===== src/rtl/lcd_pkg.sv =====
// Shared definitions for the character-LCD bus arbiter.
// Holds the controller state encoding, the HD44780-style command bytes used
// by the init sequence, and the test for commands that need the long hold.
package lcd_pkg;

    typedef enum logic [3:0] {
        ST_INIT_WAIT  = 4'd0,
        ST_INIT_FS    = 4'd1,
        ST_INIT_DISP  = 4'd2,
        ST_INIT_ENTRY = 4'd3,
        ST_INIT_CLR   = 4'd4,
        ST_IDLE       = 4'd5,
        ST_XFER       = 4'd6,
        ST_HOLD       = 4'd7,
        ST_POLL       = 4'd8
    } lcd_state_e;

    localparam logic [7:0] LCD_FUNC_SET = 8'h3C;
    localparam logic [7:0] LCD_DISP_ON  = 8'h0C;
    localparam logic [7:0] LCD_ENTRY    = 8'h06;
    localparam logic [7:0] LCD_CLEAR    = 8'h01;
    localparam logic [7:0] LCD_HOME     = 8'h02;

    // Clear (0x01) and home (0x02/0x03) are the only instructions with the
    // multi-millisecond execution time; everything else is fast.
    function automatic logic is_long_cmd(input logic rs_v, input logic [7:0] data_v);
        return (!rs_v) && (data_v[7:2] == 6'd0) && (data_v[1:0] != 2'b00);
    endfunction

endpackage


===== src/rtl/lcd_slot_timer.sv =====
// Bus slot timing for the LCD arbiter.
// A slot is 2*CLK_DIV clocks: the first half has e low, the second half e
// high, so the LCD sees a falling e edge at the end of every pulsed slot.
// A slot down-counter measures waits (power-on wait, command gap, clear hold)
// in whole slots; it starts loaded with the power-on wait.
module lcd_slot_timer #(
    parameter int CLK_DIV   = 5,
    parameter int INIT_WAIT = 70,
    parameter int WAIT_W    = 16
) (
    input  logic              clk,
    input  logic              reset,
    input  logic              run_i,
    input  logic              load_i,
    input  logic [WAIT_W-1:0] load_val_i,
    output logic              slot_end_o,
    output logic              e_phase_o,
    output logic              wait_last_o
);

    localparam int CNT_W = $clog2(2 * CLK_DIV);
    localparam logic [CNT_W-1:0] CNT_LAST = CNT_W'(2 * CLK_DIV - 1);
    localparam logic [CNT_W-1:0] PHASE_HI = CNT_W'(CLK_DIV);

    logic [CNT_W-1:0]  cnt_q;
    logic [CNT_W-1:0]  cnt_d;
    logic              phase_q;
    logic [WAIT_W-1:0] wait_q;

    // Next slot count: held at zero while stopped, wraps at the slot end.
    always_comb begin
        cnt_d = cnt_q;
        if (!run_i) begin
            cnt_d = '0;
        end else if (cnt_q == CNT_LAST) begin
            cnt_d = '0;
        end else begin
            cnt_d = cnt_q + 1'b1;
        end
    end

    assign slot_end_o  = run_i && (cnt_q == CNT_LAST);
    assign e_phase_o   = phase_q;
    assign wait_last_o = (wait_q == WAIT_W'(1));

    // Slot counter and registered e phase (high in the second half-slot).
    always_ff @(posedge clk or negedge reset) begin
        if (!reset) begin
            cnt_q   <= '0;
            phase_q <= 1'b0;
        end else begin
            cnt_q   <= cnt_d;
            phase_q <= (cnt_d >= PHASE_HI);
        end
    end

    // Wait down-counter: reload wins over the per-slot decrement.
    always_ff @(posedge clk or negedge reset) begin
        if (!reset) begin
            wait_q <= WAIT_W'(INIT_WAIT);
        end else if (load_i) begin
            wait_q <= load_val_i;
        end else if (slot_end_o && (wait_q != '0)) begin
            wait_q <= wait_q - 1'b1;
        end
    end

endmodule


===== src/rtl/lcd_bus_arbiter.sv =====
// Character-LCD bus owner: runs the power-on init sequence, then shares the
// bus between two requesters with round-robin arbitration and enforces the
// per-command wait after each write.
//
// Optional build macro LCD_BUSY_POLL_EN: replaces the fixed post-command wait
// with busy-flag polling (adds busy_flag input and data_oe output).
//
// state         | meaning
// --------------+----------------------------------------------------------
// ST_INIT_WAIT  | power-on wait, INIT_WAIT idle slots
// ST_INIT_FS    | init write: function set 0x3C
// ST_INIT_DISP  | init write: display on 0x0C
// ST_INIT_ENTRY | init write: entry mode 0x06
// ST_INIT_CLR   | init write: clear 0x01
// ST_IDLE       | init complete, waiting for a request
// ST_XFER       | one write slot with the granted byte
// ST_HOLD       | fixed wait, CMD_GAP or CLEAR_HOLD slots
// ST_POLL       | busy-flag read slots until the LCD reports ready
//
// The grant clock counts as slot count 0 of the transfer, so a normal write
// plus its gap takes exactly (1+CMD_GAP) slots from grant to next grant.
module lcd_bus_arbiter
    import lcd_pkg::*;
#(
    parameter int CLK_DIV    = 5,
    parameter int INIT_WAIT  = 70,
    parameter int CMD_GAP    = 1,
    parameter int CLEAR_HOLD = 200
) (
    input  logic        clk,
    input  logic        reset,
    input  logic [1:0]  req,
    input  logic [1:0]  req_rs,
    input  logic [15:0] req_data,
`ifdef LCD_BUSY_POLL_EN
    input  logic        busy_flag,
    output logic        data_oe,
`endif
    output logic [1:0]  gnt,
    output logic        busy,
    output logic        init_done,
    output logic        e,
    output logic        rs,
    output logic        rw,
    output logic [7:0]  data
);

    localparam int WAIT_W = 16;

`ifdef LCD_BUSY_POLL_EN
    localparam lcd_state_e WAIT_ST    = ST_POLL;
    localparam logic       WAIT_RS    = 1'b0;
    localparam logic       WAIT_PULSE = 1'b1;
`else
    localparam lcd_state_e WAIT_ST    = ST_HOLD;
    localparam logic       WAIT_RS    = 1'b1;
    localparam logic       WAIT_PULSE = 1'b0;
`endif

    lcd_state_e  state_q;
    logic        rr_q;
    logic        rs_q;
    logic        rw_q;
    logic [7:0]  data_q;
    logic        pulse_q;
    logic        busy_q;
    logic        init_done_q;

    logic              slot_end;
    logic              e_phase;
    logic              wait_last;
    logic              run;
    logic              hold_load;
    logic [WAIT_W-1:0] hold_len;

    logic        grant_en;
    logic        win_idx;
    logic        win_rs;
    logic [7:0]  win_data;

    // Round-robin pick: rr_q names the requester that wins a tie.
    always_comb begin
        grant_en = (state_q == ST_IDLE) && (req != 2'b00);
        win_idx  = (req == 2'b11) ? rr_q : req[1];
        win_rs   = req_rs[win_idx];
        win_data = win_idx ? req_data[15:8] : req_data[7:0];
        gnt      = 2'b00;
        if (grant_en) begin
            gnt = win_idx ? 2'b10 : 2'b01;
        end
    end

    // Timer control: counting stops only while idle with nothing to grant;
    // the wait length is chosen from the byte still on the bus at slot end.
    always_comb begin
        run       = (state_q != ST_IDLE) || grant_en;
        hold_load = slot_end && ((state_q == ST_XFER) || (state_q == ST_INIT_CLR));
        hold_len  = is_long_cmd(rs_q, data_q) ? WAIT_W'(CLEAR_HOLD) : WAIT_W'(CMD_GAP);
    end

    lcd_slot_timer #(
        .CLK_DIV   (CLK_DIV),
        .INIT_WAIT (INIT_WAIT),
        .WAIT_W    (WAIT_W)
    ) u_slot_timer (
        .clk         (clk),
        .reset       (reset),
        .run_i       (run),
        .load_i      (hold_load),
        .load_val_i  (hold_len),
        .slot_end_o  (slot_end),
        .e_phase_o   (e_phase),
        .wait_last_o (wait_last)
    );

    // Controller FSM with registered bus outputs.
    always_ff @(posedge clk or negedge reset) begin
        if (!reset) begin
            state_q     <= ST_INIT_WAIT;
            rr_q        <= 1'b0;
            rs_q        <= 1'b1;
            rw_q        <= 1'b1;
            data_q      <= 8'h00;
            pulse_q     <= 1'b0;
            busy_q      <= 1'b1;
            init_done_q <= 1'b0;
        end else begin
            case (state_q)
                ST_INIT_WAIT: begin
                    if (slot_end && wait_last) begin
                        state_q <= ST_INIT_FS;
                        rs_q    <= 1'b0;
                        rw_q    <= 1'b0;
                        data_q  <= LCD_FUNC_SET;
                        pulse_q <= 1'b1;
                    end
                end
                ST_INIT_FS: begin
                    if (slot_end) begin
                        state_q <= ST_INIT_DISP;
                        data_q  <= LCD_DISP_ON;
                    end
                end
                ST_INIT_DISP: begin
                    if (slot_end) begin
                        state_q <= ST_INIT_ENTRY;
                        data_q  <= LCD_ENTRY;
                    end
                end
                ST_INIT_ENTRY: begin
                    if (slot_end) begin
                        state_q <= ST_INIT_CLR;
                        data_q  <= LCD_CLEAR;
                    end
                end
                ST_INIT_CLR, ST_XFER: begin
                    if (slot_end) begin
                        state_q <= WAIT_ST;
                        rs_q    <= WAIT_RS;
                        rw_q    <= 1'b1;
                        data_q  <= 8'h00;
                        pulse_q <= WAIT_PULSE;
                    end
                end
                ST_IDLE: begin
                    if (grant_en) begin
                        state_q <= ST_XFER;
                        rs_q    <= win_rs;
                        rw_q    <= 1'b0;
                        data_q  <= win_data;
                        pulse_q <= 1'b1;
                        busy_q  <= 1'b1;
                        rr_q    <= ~win_idx;
                    end
                end
                ST_HOLD: begin
                    if (slot_end && wait_last) begin
                        state_q     <= ST_IDLE;
                        rs_q        <= 1'b1;
                        rw_q        <= 1'b1;
                        data_q      <= 8'h00;
                        pulse_q     <= 1'b0;
                        busy_q      <= 1'b0;
                        init_done_q <= 1'b1;
                    end
                end
`ifdef LCD_BUSY_POLL_EN
                ST_POLL: begin
                    if (slot_end && !busy_flag) begin
                        state_q     <= ST_IDLE;
                        rs_q        <= 1'b1;
                        rw_q        <= 1'b1;
                        data_q      <= 8'h00;
                        pulse_q     <= 1'b0;
                        busy_q      <= 1'b0;
                        init_done_q <= 1'b1;
                    end
                end
`endif
                default: begin
                    state_q <= ST_INIT_WAIT;
                end
            endcase
        end
    end

    assign e         = pulse_q & e_phase;
    assign rs        = rs_q;
    assign rw        = rw_q;
    assign data      = data_q;
    assign busy      = busy_q;
    assign init_done = init_done_q;

`ifdef LCD_BUSY_POLL_EN
    // The block only drives the data pins on write slots.
    assign data_oe = ~rw_q;
`endif

endmodule


===== config.mk =====
export PLATFORM = sky130hd
export DESIGN_NAME = lcd_bus_arbiter
export DESIGN_NICKNAME = d
export VERILOG_FILES = /design/src/rtl/lcd_pkg.sv /design/src/rtl/lcd_slot_timer.sv /design/src/rtl/lcd_bus_arbiter.sv
export SDC_FILE = /design/constraint.sdc
export NUM_CORES = 1
export LEC_CHECK = 0
export ABC_AREA = 1
export ABC_CLOCK_PERIOD_IN_PS = 3500
export CORE_MARGIN = 2
export CORE_UTILIZATION = 30
export DETAILED_ROUTE_END_ITERATION = 12
export GPL_TIMING_DRIVEN = 0
export PLACE_DENSITY_LB_ADDON = 0.1
export RECOVER_POWER = 50
export SLEW_MARGIN = 20
export SYNTH_ARGS = -nofsm -noshare
export SYNTH_HDL_FRONTEND = slang
export SYNTH_SLANG_ARGS = --single-unit

===== constraint.sdc =====
create_clock -name clk -period 3.5 [get_ports clk]
set_input_delay 0.7 -clock clk [delete_from_list [all_inputs] [get_ports clk]]
set_output_delay 0.7 -clock clk [all_outputs]
set_load 0.01 [all_outputs]

# After elaboration in Yosys (flattened, before gate mapping)
# Cells that the tools add are included.
# word_totals
reg_bits	39
in_bits	22
output_inout_bits	15
# classes
n_addsub	2
magnitude_cmp	2
eq_ne	18
n_mux	38
bitwise_logic	2
reduce_logical	26
# ops
op	n
$mux 8	9
$pmux 8 s7	1
$mux 4	9
$mux 16	2
$pmux 4 s7	1
$eq 16x1->1 const B	1
$eq 4x3->1 const B	4
$reduce_bool 16->1	1
$sub 16x1->16 const B	1
$ne 2x2->1 const B	7
$pmux 1 s4	3
$mux 1	10
$eq 4x2->1 const B	2
$reduce_and 8->1	1
$reduce_bool 2->1	4
$logic_and 1x1->1	7
$reduce_and 7->1	1
$reduce_bool 7->1	1
$logic_not 6->1	1
$reduce_and 5->1	1
$add 4x1->4 const B	1
$eq 4x1->1 const B	1
$eq 4x4->1 const B	1
$ge 4x3->1 const B	1
14 further kinds	17

# Longest topological paths before layout
# Gate-level depths: netlist of run 1.
# depth
ltp_word	7
depth_mapped	12

# By module
# Synthesis of run 1 repeated with hierarchy kept, for this count alone.
# hier_totals
hier_cells	372
area_unflattened_um2	2539.9
# by_module_without_submodules
module	instances	cells_per_inst	area_each_um2	seq_area_each_um2
lcd_slot_timer	1	200	1445.1	529.3
lcd_bus_arbiter	1	172	1094.8	429.2

# Least setup slack after synthesis of run 1
# OpenSTA, ideal clock, no wires.
# synth_timing
path_kind	input to output
start	input port req[0]
end	output port gnt[0]
t_arrival_ps	1256
required_ps	2800
setup_slack_ps	1544
cell_stages	4
path_cell_list	inv_1 -> o21a_1 -> clkbuf_1 -> nor2_1
# synth_between
elab_chain_len	4
word_cells_on_any_way	6
# synth_lines
item	line	text
start, declared	lcd_bus_arbiter.sv:32	input logic [1:0] req,
$eq 2x2->1	lcd_bus_arbiter.sv:84	win_idx = (req == 2'b11) ? rr_q : req[1];
$mux 1	lcd_bus_arbiter.sv:84	
$mux 2	lcd_bus_arbiter.sv:89	gnt = win_idx ? 2'b10 : 2'b01;
$mux 2 (*)	lcd_bus_arbiter.sv:88	if (grant_en) begin
end, declared	lcd_bus_arbiter.sv:39	output logic [1:0] gnt,
# Every way passes the cells marked *; elsewhere a longest branch is shown, timed or not.

# Worst setup path in the final report of run 1
# layout_timing
start	input port req[0]
end	output port gnt[1]
# The elaborated chain is that of the path after synthesis.

==> flow_metrics.env, run 1 <==
export IMPL_vias=2200
export IMPL_tns_ns=0
export IMPL_clk_latency_ns=0.29
export IMPL_start_util_pct=30.91
export IMPL_placedCellCount=479
export IMPL_place_hpwl_mm=4.526
export IMPL_syn_nets=366
export IMPL_layout_nets=410
export IMPL_netlist_area_leader_share_pct=33.70
export IMPL_maxSlewViolCount=30
export IMPL_post_route_period_util_pct=87.20
export IMPL_multi_input_area_um2=1192
export IMPL_synth_distinct_cells=32
export IMPL_hold_slack_ns=0.3620
export IMPL_ys_ff_latch=38
export IMPL_avgRoutedWirePerCell_um=11.62
export IMPL_drt_vias_per_instance=4.517
export IMPL_internal_power_mw=1.309
export IMPL_numCtsBuffers=5
export IMPL_cts_setup_buffers=0
export IMPL_power_frac_comb_pct=48.5
export IMPL_fin_skew_ns=0.004604
export IMPL_r2r_slack_ns=1.63
export IMPL_setup_violations=0
export IMPL_leakagePower_nw=1.461
export IMPL_yosysSeqAreaShare_pct=40.34
export IMPL_synth_warnings=0
export IMPL_swShare_pct=43.18
export IMPL_p_sw_uw=994.8
export IMPL_met2_length_mm=2.769
export IMPL_slew_headroom_pct=-3.148
export IMPL_rsz0062_at_grt="false"
export IMPL_antenna_cells=0
export IMPL_synth_area_top_cells="dfrtp_1 34%, nand2_1 15%, nor2_1 9.2%"
export IMPL_dr_pass1_iters=5
export IMPL_clock_power_share_pct=16.1
export IMPL_synth_area_um2=2376
export IMPL_cts_tree="built"
export IMPL_max_vdd_ir_drop_mv=0.1987
export IMPL_htree_levels=2
export IMPL_portBuffers=36
export IMPL_drive_gt1_share_pct=9.870
export IMPL_dieHeight_um=93.00
export IMPL_met3WireLength_um=156
export IMPL_worst_endpoint_required_ns=2.80
export IMPL_status="complete, but fails checks"
export IMPL_tightest_slew_ns=1.547
export IMPL_failed_checks="max-capacitance violations, max-slew violations"
export IMPL_core_area_um2=7687
export IMPL_worstPathMaxFanout=10
export IMPL_grt_first_pass_wirelength_mm=9.922
export IMPL_cts_sinks=38
export IMPL_yosys_area_top_type="dfrtp_1"
export IMPL_endpoint_kind="output port"
export IMPL_globalplace_congestion=0.8215
export IMPL_pin_count=37
export IMPL_drcViolationCount=0
export IMPL_root_buffer="clkbuf_8"
export IMPL_seq_area_um2=958.4
export IMPL_crit_type="in -> out"
export IMPL_ctsHoldBuffers=0
export IMPL_post_cts_resized=0
export IMPL_min_period_ns=3.052
export IMPL_finalNonFillerCells=487
export IMPL_track_usage_pct=14.34
export IMPL_highest_layer="met4"
export IMPL_arrival_ns=2.35
export IMPL_cp_start_kind="input port"
export IMPL_fmax_mhz=327.6
export IMPL_power_density_nw_per_um2=776.3
export IMPL_dieArea_um2=8648
export IMPL_min_path_type="in -> async"
export IMPL_area_growth_synth_to_final_pct=24.91
export IMPL_first_global_vias=2163
export IMPL_routed_wl_mm=5.657
export IMPL_antenna_found_initial=0
export IMPL_avgSynthCellArea_um2=6.988
export IMPL_synthCells=340
export IMPL_drt_met1_wl_mm=2.640
export IMPL_fillers=865
export IMPL_seq_power_share_pct=35.4
export IMPL_rows=32
export IMPL_drtIter0Drc=46
export IMPL_postRouteAntennaNets=0
export IMPL_overflow=0
export IMPL_utilization_pct=38.61
export IMPL_cap_violations=1
export IMPL_clockBufferDepth=2
export IMPL_finalHoldViolCount=0
export IMPL_path_clk_slew_ns=0.08
export IMPL_grt_max_degree=30
export IMPL_die_w_um=93.00
==> critical path, cell delays in order <==
cell             delay [ns]
clkdlybuf4s50_1        0.47
inv_1                  0.05
o21ai_1                0.50
nor2_1                 0.12
clkdlybuf4s50_1        0.51
==> area by class of cell <==
| type | instances | area share, % |
|---|---|---|
| plain buffers | 8 | 1.939 |
| multi-input cells | 250 | 40.18 |
| clock inverters | 3 | 1.349 |
| flip-flops and latches | 38 | 32.29 |
| inverters | 44 | 5.565 |
| clock buffers | 5 | 2.319 |
| repair buffers | 37 | 12.06 |
| well taps | 102 | 4.300 |
==> worst paths after layout <==
kind	cells past startpoint	from	endpoint
max reg2reg	12	u_slot_timer.cnt_q[1]	data[5]
max in group asynchronous	2	reset	data[7]
min	1	reset	u_slot_timer.wait_q[10]
min in group clk	1	init_done	init_done
min reg2reg	1	init_done	init_done
max	5	req[0]	gnt[1]
==> sequential cells by signal, indices dropped and copies added, names as in the netlist, 3 cells and up <==
register and count:
u_slot_timer.cnt_q 4, data 8, state_q 3, u_slot_timer.wait_q 16
==> through the flow <==
| step | power, mW | cell area [um^2] | worst slack (ns) |
|---|---|---|---|
| global route | 2.547 | 2968 | 0.2811 |
| finish | 2.304 | 2968 | 0.4479 |
| detailed placement | 1.960 | 2879 | 0.4256 |
| CTS | 2.342 | 2988 | 0.4169 |
| global placement | 1.949 | 2864 | 0.4442 |
| floorplan | 1.591 | 2376 | 1.544 |
==> per-layer routing <==
layer,global-route usage (%),vias to the layer above
li1,-,1164
met1,17.54,997
met2,25.24,33
met3,2.740,6
met4,4.902,0
met5,0,-
==> power groups by stage <==
stage	Clock, mW	Sequential [mW]	Combinational, mW
6_report	0.372	0.815	1.12
5_1_grt	0.410	0.843	1.29
4_1_cts	0.385	0.816	1.14
3_5_place_dp	0	0.823	1.14
3_3_place_gp	0	0.825	1.12
2_1_floorplan	0	0.801	0.790
==> logic make-up after synthesis <==
| logic type | share of synthesized area (%) |
|---|---|
| AOI/OAI and AO/OA | 6.583 |
| xor gates and xnor gates | 2.212 |
| adders and majority gates | 2.106 |
| buffers and inverters | 9.373 |
| DFF | 40.34 |
| and+or+nand+nor | 39.39 |
==> synthesized netlist by cell type <==
library cell  instances
a21oi_1               6
a21oi_2               1
a31oi_1               1
buf_2                 1
buf_4                 3
buf_6                 2
clkbuf_1              2
clkinv_1              2
dfrtp_1              32
dfstp_2               6
ha_1                  4
inv_1                39
inv_2                 3
nand2_1              96
nand2_2               3
nand2_4               1
nand3_1              18
nand3_2               5
nand4_1              19
nor2_1               58
nor2_2                4
nor2_4                1
nor3_1                4
o21a_1                1
o21ai_0              17
o21ai_1               1
o22ai_1               1
o31ai_1               1
or2_1                 1
or2_2                 1
xnor2_1               1
xor2_1                5
==> cell usage in the layout, fill, tap and decap left out, types with 4 or more instances in the layout <==
cell / netlist / routed
a21oi_1: 6 / 6
nand3_2: 5 / 5
dfstp_2: 6 / 6
o21ai_0: 17 / 17
nor2_1: 58 / 59
inv_1: 39 / 39
nand4_1: 19 / 19
clkdlybuf4s50_1: 0 / 32
nand3_1: 18 / 18
xor2_1: 5 / 5
clkbuf_1: 2 / 4
dfrtp_1: 32 / 32
ha_1: 4 / 4
nor3_1: 4 / 4
clkbuf_8: 0 / 5
nand2_1: 96 / 96
No activity file was read; power rests on OpenSTA's default activity.
==> inputs of run 2 (changes only) <==
Settings changed: GPL_TIMING_DRIVEN 0 to unset.
==> run 2 against run 1 <==
The flow still finishes with violations (max-capacitance violations, max-slew violations). Die area stayed put. Via count is 2.2% lower. Hold slack better by 0.10 ns. Maximum frequency is 5.9% higher. Design area is 2.4% lower. Power is 4.8% lower. Critical endpoint is now gnt[0]. Largest cell class unchanged. Largest power group unchanged. Highest routed layer unchanged.
==> flow_metrics.env, run 2 (synthesis gave the netlist of run 1 again) <==
export IMPL_status="complete, but fails checks"
export IMPL_failed_checks="max-capacitance violations, max-slew violations"
export IMPL_post_route_period_util_pct=82.37
export IMPL_antenna_cells=0
export IMPL_worstRegToRegCells=10
export IMPL_cp_top_family="buffers and inverters"
export IMPL_die_w_um=93.00
export IMPL_p_sw_uw=986.3
export IMPL_crit_chain="dlygate4sd3_1 > nor2_1 > inv_1 > nand2_1 > nor2_1 > clkdlybuf4s50_1"
export IMPL_globalplace_congestion=0.8349
export IMPL_cts_tree="built"
export IMPL_pin_count=37
export IMPL_hold_depth=2
export IMPL_root_buffer="clkbuf_8"
export IMPL_endpoint_kind="output port"
export IMPL_drive_gt1_share_pct=8.488
export IMPL_postRouteAntennaNets=0
export IMPL_swShare_pct=44.95
export IMPL_power_density_nw_per_um2=757.5
export IMPL_post_cts_resized=0
export IMPL_path_clk_slew_ns=0.07
export IMPL_track_usage_pct=14.26
export IMPL_fin_skew_ns=0.009223
export IMPL_layout_nets=402
export IMPL_first_global_vias=2149
export IMPL_dp_slack_ns=0.6245
export IMPL_worstPathMaxFanout=4
export IMPL_hp_start="rw"
export IMPL_antenna_found_initial=0
export IMPL_cp_buffers_inverters=3
export IMPL_portBuffers=36
export IMPL_drcViolationCount=0
export IMPL_clk_latency_ns=0.30
export IMPL_tns_ns=0
export IMPL_internal_power_mw=1.208
export IMPL_clockBufferDepth=2
export IMPL_overflow=0
export IMPL_start_util_pct=30.91
export IMPL_dieHeight_um=93.00
export IMPL_grt_first_pass_wirelength_mm=9.777
export IMPL_drtIter0Drc=78
export IMPL_top_register="u_slot_timer.wait_q"
export IMPL_largest_register_ffs=16
export IMPL_layout_commonest_cell="nand2_1"
export IMPL_r2r_end="data[6]"
export IMPL_cts_setup_buffers=0
export IMPL_crit_type="in -> out"
export IMPL_mostFrequentLayoutCells="96 x nand2_1, 59 x nor2_1, 39 x inv_1"
export IMPL_htree_levels=2
export IMPL_core_area_um2=7687
export IMPL_grt_max_degree=39
export IMPL_area_growth_synth_to_final_pct=21.91
export IMPL_dieArea_um2=8648
export IMPL_min_path_type="reg -> reg"
export IMPL_utilization_pct=37.68
export IMPL_critPathMaxStageDelay_ns=0.56
export IMPL_fmax_mhz=346.9
export IMPL_power_frac_comb_pct=47.5
export IMPL_arrival_ns=2.18
export IMPL_drt_vias_per_instance=4.491
export IMPL_fillers=855
export IMPL_max_vdd_ir_drop_mv=0.2339
export IMPL_leakagePower_nw=1.423
export IMPL_clock_power_share_pct=14.6
export IMPL_place_hpwl_mm=4.292
export IMPL_numCtsBuffers=5
export IMPL_rr_startpoint="state_q[0]"
export IMPL_rsz0062_at_grt="false"
export IMPL_tightest_slew_ns=2.046
export IMPL_slew_headroom_pct=-36.37
export IMPL_finalHoldViolCount=0
export IMPL_routed_wl_mm=5.589
export IMPL_cts_sinks=38
export IMPL_maxSlewViolCount=39
export IMPL_r2r_slack_ns=1.34
export IMPL_dr_pass1_iters=4
export IMPL_rows=32
export IMPL_layout_setup_ws_ns=0.6172
export IMPL_avgRoutedWirePerCell_um=11.67
export IMPL_ctsHoldBuffers=0
export IMPL_vias=2151
export IMPL_cap_violations=1
export IMPL_path_common_cell="nor2_1"
export IMPL_hold_path_endpoint="rw"
export IMPL_cp_start_kind="input port"
export IMPL_seq_power_share_pct=37.9
export IMPL_worst_endpoint_required_ns=2.80
export IMPL_min_period_ns=2.883
export IMPL_setup_violations=0
export IMPL_slowest_stage="dlygate4sd3_1"
## run 2: cell count changes in the layout (fill, tap and decap cells not counted)
cell	change
clkinv_2	-1
buf_6	-2
clkbuf_1	-2
buf_2	-1
bufinv_16	-1
buf_4	-2
clkbuf_8	+1
## run 2: routing by layer
metal / wire, um / global-route usage (%)
met1: 2613 / 17.48
met2: 2664 / 25.00
met3: 223 / 2.579
met4: 89 / 5.147
met5: 0 / 0
## run 2: power by group through the flow
stage	registers (mW)	logic (mW)	clock network (mW)
2_1_floorplan	0.801	0.790	0
3_3_place_gp	0.841	1.05	0
3_5_place_dp	0.841	1.06	0
4_1_cts	0.834	1.06	0.335
5_1_grt	0.865	1.21	0.350
6_report	0.832	1.04	0.320
## run 2: per-stage QoR
step | hold slack (ns) | instance area [um^2] | total power [mW] | instances
after floorplan | 0.4044 | 2376 | 1.591 | 340
after global placement | 0.4556 | 2809 | 1.889 | 471
after detailed placement | 0.4583 | 2809 | 1.897 | 471
after CTS | 0.4708 | 2900 | 2.228 | 479
after global routing | 0.4844 | 2897 | 2.428 | 479
final | 0.4648 | 2897 | 2.194 | 479
## run 2: how the worst max path moves through the flow
stage                      start     end  slack [ns]  depth (start not counted)
after floorplan           req[0]  gnt[0]        1.54                          4
after global placement    req[0]  gnt[0]        0.63                          5
after detailed placement  req[0]  gnt[0]        0.62                          5
after CTS                 req[0]  gnt[0]        0.61                          5
after global routing      req[1]  gnt[0]        0.51                          6
final                     req[1]  gnt[0]        0.62                          6
## run 2: worst reg2reg max path, stage by stage, from the launching register on
cell and delay [ns]:
dfrtp_1 0.50, inv_2 0.11, nor2_2 0.04, nand3_2 0.25, nand3_2 0.36, nand2_1 0.18
inv_2 0.05, nand2_4 0.14, nand3_2 0.24, nand2_1 0.13, nand2_1 0.05
## run 2: area by class of cell
cell class	instances	area, um^2	area share (%)
clock buffers	7	86.33	2.981
multi-input cells	250	1192	41.17
repair buffers	37	361.6	12.48
inverters	44	165.2	5.702
well taps	102	127.6	4.406
clock inverters	1	5.005	0.1728
flip-flops and latches	38	958.4	33.09
==> inputs of run 3 (changes only) <==
Settings changed: ABC_CLOCK_PERIOD_IN_PS 3500 to 2570.
Clock period 3.5 ns to 2.57 ns, I/O delays scaled along.
==> run 3 against run 2 <==
Die area is the same. Global-route usage shrank 0.13 points. Clock-buffer cell count shrank 2. Critical path type unchanged. Via count grew 1.5%. Non-clock buffer count grew 7. The run still ends with max-capacitance violations, max-slew violations left. Highest routed layer unchanged. Combinational power grew 43%. Sequential power grew 33%. Setup slack lost 0.45 ns. Design area grew 2.4%. Power grew 42%.
==> flow_metrics.env, run 3 (synthesis gave the netlist of run 1 again) <==
export IMPL_critPathMaxStageDelay_ns=0.54
export IMPL_failed_checks="max-capacitance violations, max-slew violations"
export IMPL_placedCellCount=477
export IMPL_cp_endpoint="gnt[0]"
export IMPL_max_vdd_ir_drop_mv=0.2883
export IMPL_leakagePower_nw=1.458
export IMPL_clk_latency_ns=0.30
export IMPL_cap_violations=1
export IMPL_path_clk_slew_ns=0.08
export IMPL_crit_type="in -> out"
export IMPL_layout_setup_ws_ns=0.1658
export IMPL_dp_slack_ns=0.1478
export IMPL_portBuffers=36
export IMPL_r2r_slack_ns=0.68
export IMPL_vias=2183
export IMPL_fmax_mhz=415.9
export IMPL_area_growth_synth_to_final_pct=24.86
export IMPL_root_buffer="clkbuf_8"
export IMPL_drcViolationCount=0
export IMPL_cp_num_cells=6
export IMPL_min_path_type="reg -> reg"
export IMPL_cp_top_family="buffers and inverters"
export IMPL_endpoint_kind="output port"
export IMPL_worstPathMaxFanout=4
export IMPL_rows=32
export IMPL_drtIter0Drc=67
export IMPL_min_period_ns=2.404
export IMPL_r2r_end="u_slot_timer.wait_q[6]"
export IMPL_routed_wl_mm=5.587
export IMPL_avgRoutedWirePerCell_um=11.50
export IMPL_top_register="u_slot_timer.wait_q"
export IMPL_drive_gt1_share_pct=10.42
export IMPL_layout_nets=409
export IMPL_start_util_pct=30.91
export IMPL_track_usage_pct=14.13
export IMPL_power_density_nw_per_um2=1050
export IMPL_slowest_stage="clkdlybuf4s50_1"
export IMPL_fillers=842
export IMPL_finalHoldViolCount=0
export IMPL_die_w_um=93.00
export IMPL_dr_pass1_iters=4
export IMPL_dieHeight_um=93.00
export IMPL_status="complete, but fails checks"
export IMPL_tightest_slew_ns=2.119
export IMPL_globalplace_congestion=0.8557
export IMPL_fin_skew_ns=0.01108
export IMPL_largest_register_ffs=16
export IMPL_postRouteAntennaNets=0
export IMPL_cts_sinks=38
export IMPL_rsz0062_at_grt="false"
export IMPL_maxSlewViolCount=39
export IMPL_cts_tree="built"
export IMPL_core_area_um2=7687
export IMPL_cp_startpoint="req[1]"
export IMPL_setup_violations=0
export IMPL_finalNonFillerCells=486
export IMPL_grt_max_degree=39
export IMPL_cp_buffers_inverters=3
export IMPL_antenna_cells=0
export IMPL_mostFrequentLayoutCells="96 x nand2_1, 59 x nor2_1, 39 x inv_1"
export IMPL_ctsHoldBuffers=0
export IMPL_rr_startpoint="u_slot_timer.cnt_q[1]"
export IMPL_grt_first_pass_wirelength_mm=9.729
export IMPL_dieArea_um2=8648
export IMPL_pin_count=37
export IMPL_multi_input_area_um2=1192
export IMPL_post_route_period_util_pct=93.55
export IMPL_first_global_vias=2207
export IMPL_seq_area_um2=958.4
export IMPL_antenna_found_initial=0
export IMPL_worst_endpoint_required_ns=2.06
export IMPL_arrival_ns=1.89
export IMPL_overflow=0
export IMPL_htree_levels=2
export IMPL_cp_start_kind="input port"
export IMPL_numCtsBuffers=5
export IMPL_crit_chain="clkdlybuf4s50_1 > nor2_1 > inv_1 > nand2_1 > nor2_1 > clkdlybuf4s50_1"
export IMPL_layout_commonest_cell="nand2_1"
export IMPL_tns_ns=0
export IMPL_slew_headroom_pct=-41.25
export IMPL_place_hpwl_mm=4.305
export IMPL_worstRegToRegCells=11
export IMPL_drt_vias_per_instance=4.492
export IMPL_clockBufferDepth=2
run 3: cell count changes in the layout (fill, tap and decap cells not counted), sizes merged:
| cell | before | now |
|---|---|---|
| buf | 1 | 7 |
| bufinv | 0 | 1 |
| clkbuf | 8 | 7 |
| clkdlybuf4s50 | 32 | 33 |
| clkinvlp | 0 | 1 |
| dlygate4sd3 | 3 | 2 |
run 3: how the worst min path moves through the flow:
stage	from	to	slack (ns)	cells past startpoint
2_1_floorplan	reset	data[0]	0.22	0
3_3_place_gp	init_done	init_done	0.45	1
3_5_place_dp	init_done	init_done	0.46	1
4_1_cts	reset	init_done	0.38	1
5_1_grt	rw	rw	0.49	2
6_report	init_done	init_done	0.47	1
run 3: report_power, final:
group,leakage [nW],internal (mW),switching (mW)
combinational,0.935,0.607,0.885
sequential,0.465,0.871,0.241
clock,0.0579,0.286,0.224
run 3: metal layers:
metal	vias to the layer above	global-route usage (%)	share of wire, %
li1	1160	-	-
met1	976	17.41	48
met2	37	24.52	47
met3	10	2.417	3.1
met4	0	5.637	1.9
met5	-	0	0
run 3: final cells by class:
class / count / share of cell area (%)
multi-input cells: 250 / 40.19
flip-flops and latches: 38 / 32.31
repair buffers: 44 / 13.83
inverters: 44 / 5.694
well taps: 102 / 4.302
clock buffers: 5 / 2.320
clock inverters: 3 / 1.350
run 3: what timing repair did:
item | 4_1_cts | 5_1_grt
hold endpoints to repair | 0 | 0
buffers inserted | 0 | 1
setup endpoints to repair | 0 | 1
gates resized for setup | 0 | 1
run 3: through the flow:
step / total power, mW / instance area, um^2 / utilization (%) / hold WS [ns]
after floorplan: 2.166 / 2376 / - / 0.2184
after global placement: 2.622 / 2854 / 37.13 / 0.4520
after detailed placement: 2.630 / 2854 / 37.13 / 0.4582
after CTS: 3.158 / 2963 / 38.54 / 0.3784
after global routing: 3.431 / 2967 / 38.59 / 0.4881
final: 3.114 / 2967 / 38.59 / 0.4670
